--- config.mk ---
export PLATFORM = sky130hd
export DESIGN_NAME = bus_timer
export DESIGN_NICKNAME = d
export VERILOG_FILES = /design/src/rtl/bus_timer.sv
export SDC_FILE = /design/constraint.sdc
export NUM_CORES = 1
export LEC_CHECK = 0
export CAP_MARGIN = 20
export CORE_MARGIN = 2
export CORE_UTILIZATION = 30
export CTS_CLUSTER_DIAMETER = 40
export CTS_CLUSTER_SIZE = 16
export DETAILED_ROUTE_END_ITERATION = 10
export DONT_BUFFER_PORTS = 1
export GPL_TIMING_DRIVEN = 0
export SLEW_MARGIN = 20
export SYNTH_ARGS = -nofsm -noshare
export SYNTH_HDL_FRONTEND = slang
export SYNTH_SLANG_ARGS = --single-unit
--- constraint.sdc ---
create_clock -name clk -period 3.5 [get_ports clk]
set_clock_uncertainty 0.05 [all_clocks]
set_input_delay 0.7 -clock clk [delete_from_list [all_inputs] [get_ports clk]]
set_output_delay 0.7 -clock clk [all_outputs]
set_load 0.005 [all_outputs]
--- src/rtl/bus_timer.sv ---
// bus_timer: 16-bit memory-mapped interval timer on the 65C02 bus.
// Four byte registers (CNT_LO, CNT_HI, CTRL, STATUS), registered read data
// one clock after the address, and a level IRQ built from flag & IE.
module bus_timer #(
  parameter int          DIV      = 16,
  parameter logic [15:0] RESET_RL = 16'hFFFF
) (
  input  logic       clk,
  input  logic       reset_n,
  input  logic       cs,
  input  logic [1:0] addr,
  input  logic       we,
  input  logic [7:0] data_in,
  output logic [7:0] data_out,
  output logic       irq
);

  localparam int            PW      = (DIV > 1) ? $clog2(DIV) : 1;
  localparam logic [PW-1:0] PS_LAST = PW'(DIV - 1);

  localparam logic [1:0] A_LO   = 2'd0;
  localparam logic [1:0] A_HI   = 2'd1;
  localparam logic [1:0] A_CTRL = 2'd2;
  localparam logic [1:0] A_STAT = 2'd3;

  logic [15:0]   count;
  logic [15:0]   reload;
  logic [7:0]    lo_stage;
  logic [7:0]    hi_snap;
  logic [2:0]    ctrl;
  logic          flag;
  logic [PW-1:0] prescaler;

  logic en, ie, oneshot;
  logic wr_lo, wr_hi, wr_ctrl, wr_stat, rd_lo;
  logic tick, expire;

  assign en      = ctrl[0];
  assign ie      = ctrl[1];
  assign oneshot = ctrl[2];

  assign wr_lo   = cs & we & (addr == A_LO);
  assign wr_hi   = cs & we & (addr == A_HI);
  assign wr_ctrl = cs & we & (addr == A_CTRL);
  assign wr_stat = cs & we & (addr == A_STAT);
  assign rd_lo   = cs & ~we & (addr == A_LO);

  // A CNT_HI write on the same clock as a tick swallows the tick entirely,
  // so expiry is masked by wr_hi as well.
  assign tick    = en & (prescaler == PS_LAST);
  assign expire  = tick & (count == 16'd0) & ~wr_hi;

  // Both terms are flops, so irq cannot glitch and drops with either.
  assign irq     = flag & ie;

  // Prescaler: free-runs 0..DIV-1 while enabled, restarted by a reload write.
  always_ff @(posedge clk or negedge reset_n) begin
    if (!reset_n)   prescaler <= '0;
    else if (wr_hi) prescaler <= '0;
    else if (en)    prescaler <= tick ? '0 : prescaler + PW'(1);
  end

  // Reload staging and down-counter; count parks at 0 in one-shot mode.
  always_ff @(posedge clk or negedge reset_n) begin
    if (!reset_n) begin
      count    <= RESET_RL;
      reload   <= RESET_RL;
      lo_stage <= 8'h00;
    end else begin
      if (wr_lo) lo_stage <= data_in;
      if (wr_hi) begin
        reload <= {data_in, lo_stage};
        count  <= {data_in, lo_stage};
      end else if (tick) begin
        if (count == 16'd0) count <= oneshot ? 16'd0 : reload;
        else                count <= count - 16'd1;
      end
    end
  end

  // Control register; a CPU write beats the one-shot auto-disable.
  always_ff @(posedge clk or negedge reset_n) begin
    if (!reset_n)                ctrl    <= 3'b000;
    else if (wr_ctrl)            ctrl    <= data_in[2:0];
    else if (expire && oneshot)  ctrl[0] <= 1'b0;
  end

  // Expiry flag; a set on the same clock as a clear leaves it set.
  always_ff @(posedge clk or negedge reset_n) begin
    if (!reset_n)                   flag <= 1'b0;
    else if (expire)                flag <= 1'b1;
    else if (wr_stat && data_in[0]) flag <= 1'b0;
  end

  // Registered read mux; an LO read snapshots the high byte of the same
  // (pre-tick) count so the following HI read is coherent.
  always_ff @(posedge clk or negedge reset_n) begin
    if (!reset_n) begin
      hi_snap  <= 8'h00;
      data_out <= 8'h00;
    end else begin
      if (rd_lo) hi_snap <= count[15:8];
      case (addr)
        A_LO:    data_out <= count[7:0];
        A_HI:    data_out <= hi_snap;
        A_CTRL:  data_out <= {5'b0, ctrl};
        default: data_out <= {7'b0, flag};
      endcase
    end
  end

endmodule

==> impl_results.md, run 1 <==
- Setup CP Type: flip-flop to flip-flop
- Commonest cells after routing, fill and taps aside: nand2_1, dfstp_2, dfrtp_1, nor2_1, mux2_2
- Core Region: 10,700 um^2
- Pwr/cell area: 629 nW/um^2
- Htree depth: 3
- Clock root cell: clkbuf_8
- Mapped Cells: 319
- Tightest Pin Transition: 0.960 ns
- Finished Layout Cells: 475
- Max clock buf depth: 2
- Sw Pwr: 725 uW
- Commonest non-fill, non-tap cell in the layout: nand2_1
- Post-place setup slack: 1.04 ns
- I/O Buffers: 0
- GRT Util Overall: 15.1%
- Final Core Density: 34.0%
- Width of the chip: 108 um
- Ports: 23
- Largest stage delay on the critical path: 0.49 ns
- Asr flop ratio synth: 100%
- Synth area leader: dfstp_2
- Layout area overhead: 11.7%
- Setup tns final: 0 ns
- Vias in the first global route: 2,515
- CTS tree: done
- Sequential area share after synthesis: 50.3%
- Crit path max fanout: 6
- Final WL: 8190 um
- Worst vdd ir: 0.157 mV
- Fraction of layout cells with a size suffix above 1: 26.0%
- ANT cells: 0
- Post-layout min period: 2.38 ns
- Count of pins over their slew limit: 0
- DRC violations left: 0
- Ys Warns: 0
- First-pass GRT wire length: 13,500 um
- Synth cell types: 64
- Critical path, cell by cell: inv_1, ha_1, nor4b_2, nand4_2, nor2_1, a22oi_1, o211ai_1
- Syn_area_per_cell: 10.2 um^2
- Clock network fraction of design power: 27.2%
- Final ANT Viol Nets: 0
- Switching part of the total: 31.6%
- Leak pwr: 1.49 nW
- RSZ-0062 raised after global routing: false
- First-pass DRT Iterations: 4
- Die Height: 108 um
- Part of the power in combinational logic: 21.6%
- Starting Density: 30.4%
- Post-synth EDFFs: 0
- Status: finished clean
- Clk sinks: 64
- Filler cells: 1,113
- Initial DRC Count: 132
- Largest net degree at the start of global routing: 34
- Worst EP required: 3.71 ns
- Mapped Nets: 336
- DP HPWL: 5660 um
- Core Rows: 38
- Final setup violation count: 0
- Dpl cells: 459
- GRT overflow: 0
- Fmax: 0.421 GHz
- Synth top area cells: dfstp_2, dfrtp_1, nand2_1, mux2_2, mux2i_1
- Clock Latency Late Sink: 0.34 ns
- Max Cap Viol: 0
- Final Worst Setup Slack: 1.12 ns
- Worst min-delay path category: input port to asynchronous set/reset pin
- Register bit total from synthesis: 64
- GP Congestion: 0.866
- Initial antenna violation count: 0
- Rel. slew slack: 35.7%
- Yosys top cell area share: 25.7%
- Via/cell ratio: 5.16
- Mapped Area: 3270 um^2
- Die area: 11,700 um^2
- Setup crit start kind: flip-flop
- Pint: 1.57 mW
- Ys flop type: dfstp_2
- WL/cell: 17.2 um
- Period utilization: 67.9%
- Worst path slowest cell: nor4b_2
- Crit. End Element: flip-flop
- NumNets Final: 348
- Register clock-pin slew on the reported worst setup and hold paths: 0.07 ns
- Total power: 2.29 mW
- Worst EP arrival: 2.59 ns
- Register share of total power: 51.2%
- Routed vias: 2,451
- Inserted Clock Buffers: 9
- Final Hold Fails: 0
per-layer routing:
| metal | global-route usage [%] | routed length [um] |
|---|---|---|
| met1 | 20.6 | 3870 |
| met2 | 22.9 | 3700 |
| met3 | 3.56 | 444 |
| met4 | 6.78 | 171 |
| met5 | 0 | 0 |
power groups by stage:
stage / clock network [mW] / registers [mW] / logic (mW)
after global placement: 0 / 1.17 / 0.467
after floorplan: 0 / 1.12 / 0.401
after detailed placement: 0 / 1.18 / 0.485
final: 0.625 / 1.17 / 0.496
after CTS: 0.637 / 1.17 / 0.499
after global routing: 0.672 / 1.21 / 0.561
timing repair:
action                    CTS  global route
setup buffers               0             0
hold endpoints to repair   32             0
gates resized for setup     0             0
hold buffers                1             0
state kept, by name, indices dropped and copies added, names as in the netlist:
register and flops:
ctrl 3, hi_snap 8, prescaler 4, count 16, data_out 8, flag 1, reload 16, lo_stage 8
synthesized netlist by cell type, drive strengths merged (2+ instances only):
master	instances
a21oi	12
nor2b	2
and4	2
xnor2	2
nor2	24
nor3	12
xor2	2
nor4b	2
o22ai	4
mux2	18
a31oi	4
clkbuf	6
nand4	5
inv	6
buf	10
mux2i	10
and2	2
o211ai	2
dfstp	32
a211o	3
ha	3
nand2	65
nand3	5
and3	2
dfrtp	32
nor4	6
o31ai	2
or4	2
o221ai	3
o21a	3
o21ai	17
final cells by class:
cell class                      instances  area, um^2  share of cell area [%]
Timing Repair Buffer                    1        20.0                   0.549
Multi-Input combinational cell        233        1490                    40.9
Inverter                                6        22.5                   0.617
Clock buffer                           12         145                    3.98
Tap cell                              140         175                    4.80
Sequential cell                        64        1640                    45.0
Clock inverter                          3        42.5                    1.17
Buffer                                 16         110                    3.02
cell families after synthesis:
group	Yosys count	synth area share, %
buffers and inverters	22	4.06
XOR/XNOR	4	1.07
AO/OA/AOI/OAI	60	12.2
adder cells (fa/ha/maj)	3	1.15
multiplexers	29	9.96
flip-flops	64	50.3
AND/OR/NAND/NOR	137	21.3
critical path: cells and delay by family (launching register included):
kind            cells  cell delay (ns)
fa+ha+maj           1             0.22
compound gates      2             0.36
flops               1             0.41
simple gates        3             1.14
buf+inv             1             0.12
path summary, 6_finish.rpt:
check	start	end	slack (ns)	cells after the start
worst max-delay path	count[0]	count[3]	1.12	7
worst min-delay path	reset_n	data_out[1]	0.13	1
worst max register to register	count[0]	count[3]	1.12	7
worst min register to register	reload[8]	reload[8]	0.41	2
max in group asynchronous	reset_n	lo_stage[4]	3.09	1
min in group clk	data_in[5]	reload[13]	0.39	2
metrics by stage:
stage               hold slack (ns)  instance area (um^2)
finish                        0.131                  3650
global route                  0.124                  3650
global placement              0.356                  3440
detailed placement            0.356                  3440
floorplan                     0.354                  3270
CTS                           0.133                  3650
Note: power is estimated with default switching activity, not from simulation.
==> run 2: changes to the inputs <==
clock period = 2.4 ns   (was 3.5 ns; I/O delays follow)
==> run 2 against run 1 <==
Critical path depth rose by 1. Cell area up 0.69%. Wire length down 1.8%. Flip-flop and latch count unchanged. Worst setup slack lost 0.91 ns. Sequential power grew 46%. Core utilization rose by 0.23 points. Total power increased by 47%. Register-to-register slack worse by 0.91 ns. Non-clock buffer count stayed put. Critical path type unchanged. Largest cell class unchanged.
==> impl_results.md, run 2 (synthesized netlist as in run 1, its figures left out) <==
- Status: finished clean
- Layout area overhead: 12.5%
- WL/cell: 16.9 um
- Initial DRC Count: 142
- Final Hold Fails: 0
- Core Region: 10,700 um^2
- GRT Util Overall: 14.8%
- Via/cell ratio: 5.17
- Final setup violation count: 0
- Initial antenna violation count: 0
- Postcts setup bufs: 0
- Total power: 3.36 mW
- Leak pwr: 1.50 nW
- Crit path max fanout: 10
- Design area: 3670 um^2
- Final WL: 8040 um
- Clk sinks: 64
- DP HPWL: 5660 um
- Final Worst Setup Slack: 0.215 ns
- Commonest cells after routing, fill and taps aside: nand2_1, dfstp_2, dfrtp_1, nor2_1, mux2_2
- Fraction of layout cells with a size suffix above 1: 26.3%
- Reg area: 1640 um^2
- First-pass GRT wire length: 13,300 um
- Vias in the first global route: 2,508
- Width of the chip: 108 um
- Post-place setup slack: 0.124 ns
- Met3 wire length: 426 um
- I/O Buffers: 0
- GRT overflow: 0
- Register clock-pin slew on the reported worst setup and hold paths: 0.07 ns
- Worst vdd ir: 0.230 mV
- Filler cells: 1,106
- Placed cell area: 3440 um^2
- R2R depth: 8
- Die area: 11,700 um^2
- WHS: 0.168 ns
- WHS Path Cells: 2
- Setup CP Type: flip-flop to flip-flop
- Inserted Clock Buffers: 9
- Setup tns final: 0 ns
- Clock root cell: clkbuf_8
- Fmax: 0.458 GHz
- Ports: 23
- Htree depth: 3
- Crit. End Element: flip-flop
- Starting Density: 30.4%
- NumNets Final: 348
- First-pass DRT Iterations: 4
- Tightest Pin Transition: 0.951 ns
- ANT cells: 0
- RSZ-0062 raised after global routing: true
- Die Height: 108 um
- Setup crit start kind: flip-flop
- Rel. slew slack: 36.2%
- Biggest regs: count x16, reload x16
- Largest net degree at the start of global routing: 65
- Pwr/cell area: 915 nW/um^2
- GP Congestion: 0.866
- Worst EP required: 2.64 ns
- Worst min-delay path category: input port to flip-flop
- Final ANT Viol Nets: 0
- Max clock buf depth: 2
- DRC violations left: 0
- Routed met2 length: 3670 um
- Commonest non-fill, non-tap cell in the layout: nand2_1
- Worst EP arrival: 2.42 ns
- Post-layout min period: 2.18 ns
- Period utilization: 91.0%
- Routed vias: 2,455
- Count of pins over their slew limit: 0
- Core Rows: 38
- Routed length on met1: 3800 um
- Max Cap Viol: 0
- DR top layer: met4
- CTS tree: done
- Multi-input logic area: 1500 um^2
- Clock Latency Late Sink: 0.34 ns
## run 2: what timing repair did
item | 4_1_cts | 5_1_grt
hold buffers | 2 | 0
resized for setup | 0 | 2
hold endpoints to repair | 64 | 0
endpoints found under the setup margin | 0 | 12
## run 2: stage by stage
step | instances | utilization [%]
finish | 475 | 34.2
global route | 475 | 34.2
CTS | 476 | 34.1
detailed placement | 459 | 32.0
global placement | 459 | 32.0
floorplan | 319 | -
## run 2: path summary, 6_finish.rpt
check | start | to | slack [ns]
min in group asynchronous | reset_n | data_out[1] | 0.60
worst min-delay path | data_in[5] | reload[13] | 0.17
max in group asynchronous | reset_n | reload[4] | 1.35
worst max-delay path | count[0] | count[5] | 0.22
worst max register to register | count[0] | count[5] | 0.22
worst min register to register | reload[1] | reload[1] | 0.41
## run 2: critical path, cell delays in order (launching register included)
cell,delay (ns)
dfstp_2,0.60
inv_1,0.10
ha_1,0.25
nor4b_4,0.16
and4_1,0.22
buf_6,0.15
a211o_2,0.30
o22ai_1,0.13
o21a_1,0.14
## run 2: area by class of cell
cell class	count	area share, %
Sequential cell	64	44.7
Multi-Input combinational cell	233	40.9
Tap cell	140	4.77
Clock buffer	12	3.95
Buffer	15	2.90
Clock inverter	3	1.16
Timing Repair Buffer	2	1.02
Inverter	6	0.613
## run 2: metal layers
layer	track usage (%)	vias up
li1	-	1166
met1	20.1	1200
met2	22.5	73
met3	3.56	16
met4	6.78	0
met5	0	-
## run 2: power breakdown
part           total, mW  internal (mW)  switching [mW]
clock              0.908          0.501           0.407
combinational      0.740          0.349           0.391
sequential          1.71           1.44           0.270
==> run 3: changes to the inputs <==
CORE_UTILIZATION = 43   (was 30)
SETUP_SLACK_MARGIN = 0.02   (was not set)
==> run 3 against run 2 <==
Via count is 2.2% higher. Die area is 29% lower. Register-to-register slack hardly changed. Flip-flop and latch count stayed put. Core utilization is 16 points higher. Critical path depth stayed put. Maximum frequency is 0.22% lower. Critical endpoint unchanged. Largest cell class unchanged. Highest routed layer unchanged.
==> impl_results.md, run 3 (synthesized netlist as in run 1, its figures left out) <==
- Final setup violation count: 0
- Commonest non-fill, non-tap cell in the layout: nand2_1
- WL/cell: 18.1 um
- Setup CP Type: flip-flop to flip-flop
- Worst hold endpoint: reload[12]
- NumNets Final: 349
- Vias in the first global route: 2,459
- Layout area overhead: 11.4%
- First-pass GRT wire length: 13,100 um
- Setup tns final: 0 ns
- Biggest regs: count x16, reload x16
- Pwr/cell area: 931 nW/um^2
- Register clock-pin slew on the reported worst setup and hold paths: 0.07 ns
- GP Congestion: 0.852
- Max Cap Viol: 0
- Largest net degree at the start of global routing: 65
- Final ANT Viol Nets: 0
- Count of pins over their slew limit: 0
- Crit. End Element: flip-flop
- Max clock buf depth: 2
- Leak pwr: 1.51 nW
- WHS Path Cells: 2
- Multi-input logic area: 1500 um^2
- Die area: 8310 um^2
- Ports: 23
- Tightest Pin Transition: 1.01 ns
- Startpoint of the worst hold path: data_in[4]
- Htree depth: 3
- Via/cell ratio: 5.75
- RSZ-0062 raised after global routing: false
- Rel. slew slack: 32.5%
- Fmax: 0.457 GHz
- Worst vdd ir: 0.350 mV
- I/O Buffers: 0
- Core Region: 7290 um^2
- Reg2reg end: count[5]
- Clock root cell: clkbuf_8
- Starting Density: 44.8%
- Width of the chip: 91.1 um
- GRT Util Overall: 20.5%
- CTS tree: done
- Initial antenna violation count: 0
- Routed vias: 2,508
- Met3 Use GR: 4.56%
- Core Rows: 31
- Reg area: 1640 um^2
- Crit path max fanout: 10
- Postcts setup bufs: 0
- Inserted Clock Buffers: 9
- Period utilization: 91.2%
- ANT cells: 0
- Fraction of layout cells with a size suffix above 1: 26.4%
- Met2 GRT Util: 29.8%
- Top Usage Layer GRT: met2
- Final WL: 7890 um
- Die Height: 91.1 um
- DRC violations left: 0
- Clock Latency Late Sink: 0.34 ns
- First-pass DRT Iterations: 4
- Initial DRC Count: 168
- Dpl cells: 418
- Clk sinks: 64
- Worst min-delay path category: input port to flip-flop
- Status: finished clean
- Commonest cells after routing, fill and taps aside: nand2_1, dfstp_2, dfrtp_1, nor2_1, mux2_2
- DP HPWL: 5450 um
- R2R depth: 8
- Final Hold Fails: 0
- Reg2reg start: count[0]
- Worst EP arrival: 2.42 ns
- Finished Layout Cells: 436
- Post-layout min period: 2.19 ns
- GRT overflow: 0
- GR Util met1: 28.8%
- Worst EP required: 2.63 ns
- Filler cells: 708
- Setup crit start kind: flip-flop
- Flop2flop setup slack: 0.21 ns
==> run 3: cell count changes in the layout (fill, tap and decap cells not counted), sizes merged <==
cell      delta
clkinv       +1
clkinvlp     -1
clkbuf       +2
==> run 3: cell type report <==
cell class	count	share of cell area (%)
inverter	6	0.619
clock buffer	13	4.37
sequential	64	45.1
tap	99	3.41
buffer	16	3.03
multi-input combinational	233	41.3
clock inverter	3	1.10
timing repair buffer	2	1.03
==> run 3: where the power goes <==
group / total [mW] / switching (mW) / internal [mW] / leakage, nW
clock: 0.936 / 0.402 / 0.534 / 0.103
sequential: 1.71 / 0.265 / 1.44 / 0.725
combinational: 0.742 / 0.392 / 0.350 / 0.686
total: 3.39 / 1.06 / 2.33 / 1.51
==> run 3: how the worst max path moves through the flow <==
stage | from | end | slack (ns) | cells past startpoint
final | count[0] | count[5] | 0.21 | 8
after global routing | count[0] | count[14] | 0.07 | 8
after CTS | count[0] | count[3] | 0.11 | 7
after detailed placement | count[0] | count[3] | 0.14 | 7
after global placement | count[0] | count[3] | 0.15 | 7
after floorplan | count[0] | count[5] | 0.42 | 8
==> run 3: metal layers <==
layer / part of all wire, % / wire length [um]
met1: 47 / 3720
met5: 0 / 0
met4: 2.9 / 229
met2: 45 / 3520
met3: 5.5 / 431
==> run 3: critical path: stages (launching register included) <==
cell and delay, ns:
dfstp_2 0.60, inv_1 0.10, ha_1 0.26, nor4b_4 0.17, and4_1 0.23, buf_6 0.15
a211o_2 0.30, o22ai_1 0.14, o21a_1 0.14
==> run 3: stage by stage <==
stage | util, % | total power, mW | instance area, um^2 | hold WS [ns] | setup slack (ns)
floorplan | - | 2.22 | 3270 | 0.134 | 0.419
global placement | 46.5 | 2.40 | 3390 | 0.136 | 0.155
detailed placement | 46.5 | 2.42 | 3390 | 0.136 | 0.139
CTS | 49.7 | 3.40 | 3630 | 0.157 | 0.112
global route | 49.9 | 3.60 | 3640 | 0.166 | 0.0700
finish | 49.9 | 3.39 | 3640 | 0.172 | 0.210
==> run 3: what timing repair did <==
item                       4_1_cts  5_1_grt
hold endpoints to repair        64        0
resized for setup                0        2
setup endpoints to repair        0       11
hold buffers                     2        0
